$ cat src/rtl/znc_flag_unit.sv
// Condition-flag unit: derives {Z,N,C,V} from an add/subtract result,
// holds them in a register and saves/restores them through a small stack.
// Misuse of the stack raises a sticky error that only clr_err or rst clears.
module znc_flag_unit #(
   parameter int WIDTH = 16,
   parameter int DEPTH = 4
) (
   input  logic             clk,
   input  logic             rst,
   input  logic [WIDTH-1:0] op_a,
   input  logic [WIDTH-1:0] op_b,
   input  logic [WIDTH-1:0] result,
   input  logic             sub,
   input  logic             upd,
   input  logic             push,
   input  logic             pop,
   input  logic             clr_err,
   output logic [3:0]       flags,
   output logic             stk_full,
   output logic             stk_empty,
   output logic             err
);

   // Count must represent 0..DEPTH inclusive; the address only needs 0..DEPTH-1.
   localparam int PW = $clog2(DEPTH + 1);
   localparam int AW = (DEPTH > 1) ? $clog2(DEPTH) : 1;

   logic [3:0]    flags_q, flags_d;
   logic [PW-1:0] count_q, count_d;
   logic          err_q, err_d;
   logic [3:0]    stack_q [2**AW];

   logic          a, b, r;
   logic [3:0]    new_flags;
   logic [PW-1:0] count_m1;
   logic [AW-1:0] wr_idx, rd_idx;
   logic          is_full, is_empty;
   logic          do_push, do_pop, err_event;

   assign a = op_a[WIDTH-1];
   assign b = op_b[WIDTH-1];
   assign r = result[WIDTH-1];

   assign is_full   = (count_q == PW'(DEPTH));
   assign is_empty  = (count_q == '0);
   assign count_m1  = count_q - PW'(1);
   assign wr_idx    = count_q[AW-1:0];
   assign rd_idx    = count_m1[AW-1:0];

   // Only a lone push/pop that the stack can honour touches it; everything
   // else that asks for the stack is misuse.
   assign do_push   = push & ~pop & ~is_full;
   assign do_pop    = pop & ~push & ~is_empty;
   assign err_event = (push & pop) | (push & ~pop & is_full) | (pop & ~push & is_empty);

   // Candidate flags from operand/result sign bits; C is carry for add, borrow for sub.
   always_comb begin
      // NOTE: every variable gets a value before any branch so no latch is inferred.
      new_flags    = '0;
      new_flags[3] = (result == '0);
      new_flags[2] = r;
      if (sub) begin
         new_flags[1] = (~a & b) | (~a & r) | (b & r);
         new_flags[0] = (a != b) & (r != a);
      end else begin
         new_flags[1] = (a & b) | (a & ~r) | (b & ~r);
         new_flags[0] = (a == b) & (r != a);
      end
   end

   // Next-state selection: a legal pop overrides upd; otherwise upd loads.
   always_comb begin
      flags_d = flags_q;
      count_d = count_q;
      err_d   = err_q;
      if (do_pop) begin
         flags_d = stack_q[rd_idx];
         count_d = count_m1;
      end else if (upd) begin
         flags_d = new_flags;
      end
      if (do_push) begin
         count_d = count_q + PW'(1);
      end
      // An error in the same cycle as clr_err wins so no event is lost.
      if (err_event) begin
         err_d = 1'b1;
      end else if (clr_err) begin
         err_d = 1'b0;
      end
   end

   // Control state register with synchronous reset.
   always_ff @(posedge clk) begin
      // NOTE: non-blocking assignments keep every register sampling pre-edge values.
      if (rst) begin
         flags_q <= '0;
         count_q <= '0;
         err_q   <= 1'b0;
      end else begin
         flags_q <= flags_d;
         count_q <= count_d;
         err_q   <= err_d;
      end
   end

   // Stack storage; a push saves the flags as they were before this edge.
   always_ff @(posedge clk) begin
      // NOTE: storage is deliberately not reset; entries are only read after being pushed.
      if (!rst && do_push) begin
         stack_q[wr_idx] <= flags_q;
      end
   end

   assign flags     = flags_q;
   assign stk_full  = is_full;
   assign stk_empty = is_empty;
   assign err       = err_q;

endmodule

$ cat config.mk
export PLATFORM = sky130hd
export DESIGN_NAME = znc_flag_unit
export DESIGN_NICKNAME = d
export VERILOG_FILES = /design/src/rtl/znc_flag_unit.sv
export SDC_FILE = /design/constraint.sdc
export NUM_CORES = 1
export LEC_CHECK = 0
export ABC_AREA = 1
export CORE_UTILIZATION = 44
export DETAILED_ROUTE_END_ITERATION = 6
export GPL_ROUTABILITY_DRIVEN = 0
export PLACE_DENSITY = 0.85
export SETUP_SLACK_MARGIN = 0.2
export SLEW_MARGIN = 40
export SYNTH_ARGS = -nofsm -noshare
export SYNTH_HDL_FRONTEND = slang
export SYNTH_SLANG_ARGS = --single-unit
$ cat constraint.sdc
create_clock -name clk -period 4.1 [get_ports clk]
set_input_delay 0.615 -clock clk [delete_from_list [all_inputs] [get_ports clk]]
set_output_delay 0.615 -clock clk [all_outputs]
set_load 0.05 [all_outputs]
==> results.toml <==
[outcome]
outcome = "completed"

[synthesis]
async_flop_share_pct = 0
yosys.area_share.simple_pct = 31.0
synth_mux_area_share_pct = 0
synth_top_family_by_area = "simple AND/OR/NAND/NOR gates"
synth_seq_cells = 24
synth_edf_count = 16
synthXorXnorAreaFrac_pct = 0
post-synth-top-area-cell = "edfxtp_1"
synth_most_common_cell = "nor2_1"
yosys.cell_types.count = 24
syn-num-nets = 219
netlist_area_um2 = 1330
ys_top_cells_by_area = "edfxtp_1, dfxtp_1, ha_1"
ys.flop_type = "edfxtp_1"
ys_warn_count = 0
seq_area_frac_synth_pct = 48.3
synth_top_area_share_pct = 36.2
synth_fa_ha_area_share_pct = 9.43
synth-compound-area-share_pct = 4.72
syn-mean-instance-area_um2 = 8.61
yosys-top-cells-count = "nor2_1, nand2_1, edfxtp_1, nand3_1, inv_1"
synth_cells = 154

[clocking]
clk_pin_slew_worst_paths_ns = 0.14
cts_buffers = 3
ctsHoldBuffers = 0
post_cts_resize_count = 0
tritoncts = "done"
clockBufferDepth = 2
cts_setup_buffers = 0
clock_latency_ns = 0.31
cts_root_buf = "clkbuf_4"
cts_sinks = 24
h-tree-depth = 1

[worst_hold_path]
holdPathStages = 2
min_from = "err"
holdPathEnd = "err"
hp-class = "register to register"

[timing]
tightest_slew_ns = 0.499
hold_viol = 0
fin_skew_ns = 0.00862
slew-limit-headroom_pct = 66.6
tns_ns = 0
min_period_ns = 3.01
drv_slew = 0
fin_crit_sh_pct = 73.4
grt_setup_unrepaired = "no"
setup_viol = 0
max_freq_mhz = 332

[global_routing]
grt_max_degree = 15
grt_use_met2_pct = 33.9
gr-usage-met1_pct = 22.7
grt_util_all_layers_pct = 19.1
grt_pass1_vias = 1118
grt-ovfl-total = 0
use_met3_pct = 3.69
antenna_found_initial = 0
grt_pass1_wl_mm = 4.71
top_usage_layer = "met2"

[worst_setup_path]
end_kind = "output port"
cp.required_ns = 3.48
worstPathMaxFanout = 13
reg2reg_depth = 6
start_kind = "register"
worstReg2RegStart = "count_q[0]"
crit_type = "register to output port"
rr_endpoint = "stack_q[1][1]"
regToRegSetupSlack_ns = 1.88
arrival_ns = 2.39

[finish]
multi_input_area_um2 = 599
syn_to_final_growth_pct = 28.6
fill_cells = 252
finalNonFillerCells = 217
area.sequential_um2 = 641
drive_gt1_share_pct = 8.06
antenna_cells = 0
final_util_pct = 60.8
final_nets = 252

[floorplan]
dieArea_um2 = 3240
std_cell_rows = 19
num_io_pins = 62
start_util_pct = 47.3
die_w_um = 56.9
die_h_um = 56.9
design.core.area_um2 = 2810

[route]
wl_mm = 2.76
drc = 0
vias = 1134
first_pass_iters = 4
drtIter0Drc = 42
wire_per_inst_um = 12.7
drt.antenna.violating_nets = 0
viasPerCell = 5.23

[power_and_ir_drop]
peakVddDrop_uv = 164
p_leak_nw = 0.711
p_per_area_nw_per_um2 = 355

[place]
place_inst = 213
dpl.hpwl_mm = 2.22
port_buffers = 31

[job]
drv_cap = 0
[critical path: stages, from the launching register on]
cell             delay (ns)
dfxtp_1                0.46
inv_2                  0.24
ha_1                   0.24
ha_1                   0.29
clkdlybuf4s50_1        0.85
[cell families (layout without fill, tap and decap cells)]
| logic type | after synthesis | after routing |
|---|---|---|
| fa+ha+maj | 10 | 10 |
| flops | 24 | 24 |
| buf+inv | 20 | 52 |
| compound gates | 12 | 12 |
| simple gates | 88 | 88 |
[flip-flops by register name (all words and copies together), names as in the netlist]
signal / cells
count_q: 3
err: 1
flags: 4
stack_q: 16
[cell usage in the layout, fill, tap and decap left out, drive strengths merged, types with 3 or more instances in the layout]
cell type	netlist	layout
inv	17	17
clkdlybuf4s50	0	31
or2	3	3
nand2	32	32
nor2	31	31
nand3	16	16
clkbuf	1	3
ha	10	10
dfxtp	8	8
edfxtp	16	16
o21ai	8	8
[area by class of cell]
class	instances	share of cell area [%]
inverters	17	3.74
well taps	31	2.27
clock inverters	1	1.76
multi-input cells	110	35.1
flip-flops and latches	24	37.6
repair buffers	31	18.2
clock buffers	3	1.32
[per-layer routing]
layer	routed length (um)	up-vias	part of all wire [%]
li1	-	565	-
met1	1160	528	42
met2	1420	35	51
met3	132	6	4.8
met4	51	0	1.8
met5	0	-	0
[power by group]
part	internal (mW)	total, mW	leakage, nW	switching, mW
sequential	0.270	0.282	0.214	0.0120
clock	0.0988	0.170	0.0279	0.0711
combinational	0.0648	0.153	0.469	0.0881
[how the worst max path moves through the flow]
| stage | startpoint | endpoint | slack [ns] |
|---|---|---|---|
| final | count_q[0] | stk_empty | 1.09 |
| after global routing | count_q[0] | stk_empty | 0.95 |
| after CTS | count_q[0] | stk_empty | 1.09 |
| after detailed placement | count_q[0] | stk_empty | 1.46 |
| after global placement | count_q[0] | stk_empty | 1.50 |
| after floorplan | count_q[0] | count_q[0] | 2.02 |
[through the flow]
stage / hold WS [ns] / setup WS, ns / instance area, um2 / total power, mW
global placement: 0.486 / 1.50 / 1650 / 0.432
global route: 0.546 / 0.949 / 1710 / 0.634
detailed placement: 0.492 / 1.46 / 1650 / 0.440
finish: 0.503 / 1.09 / 1710 / 0.605
floorplan: 0.485 / 2.02 / 1330 / 0.383
CTS: 0.510 / 1.09 / 1710 / 0.606
(Power assumes the default switching activity.)
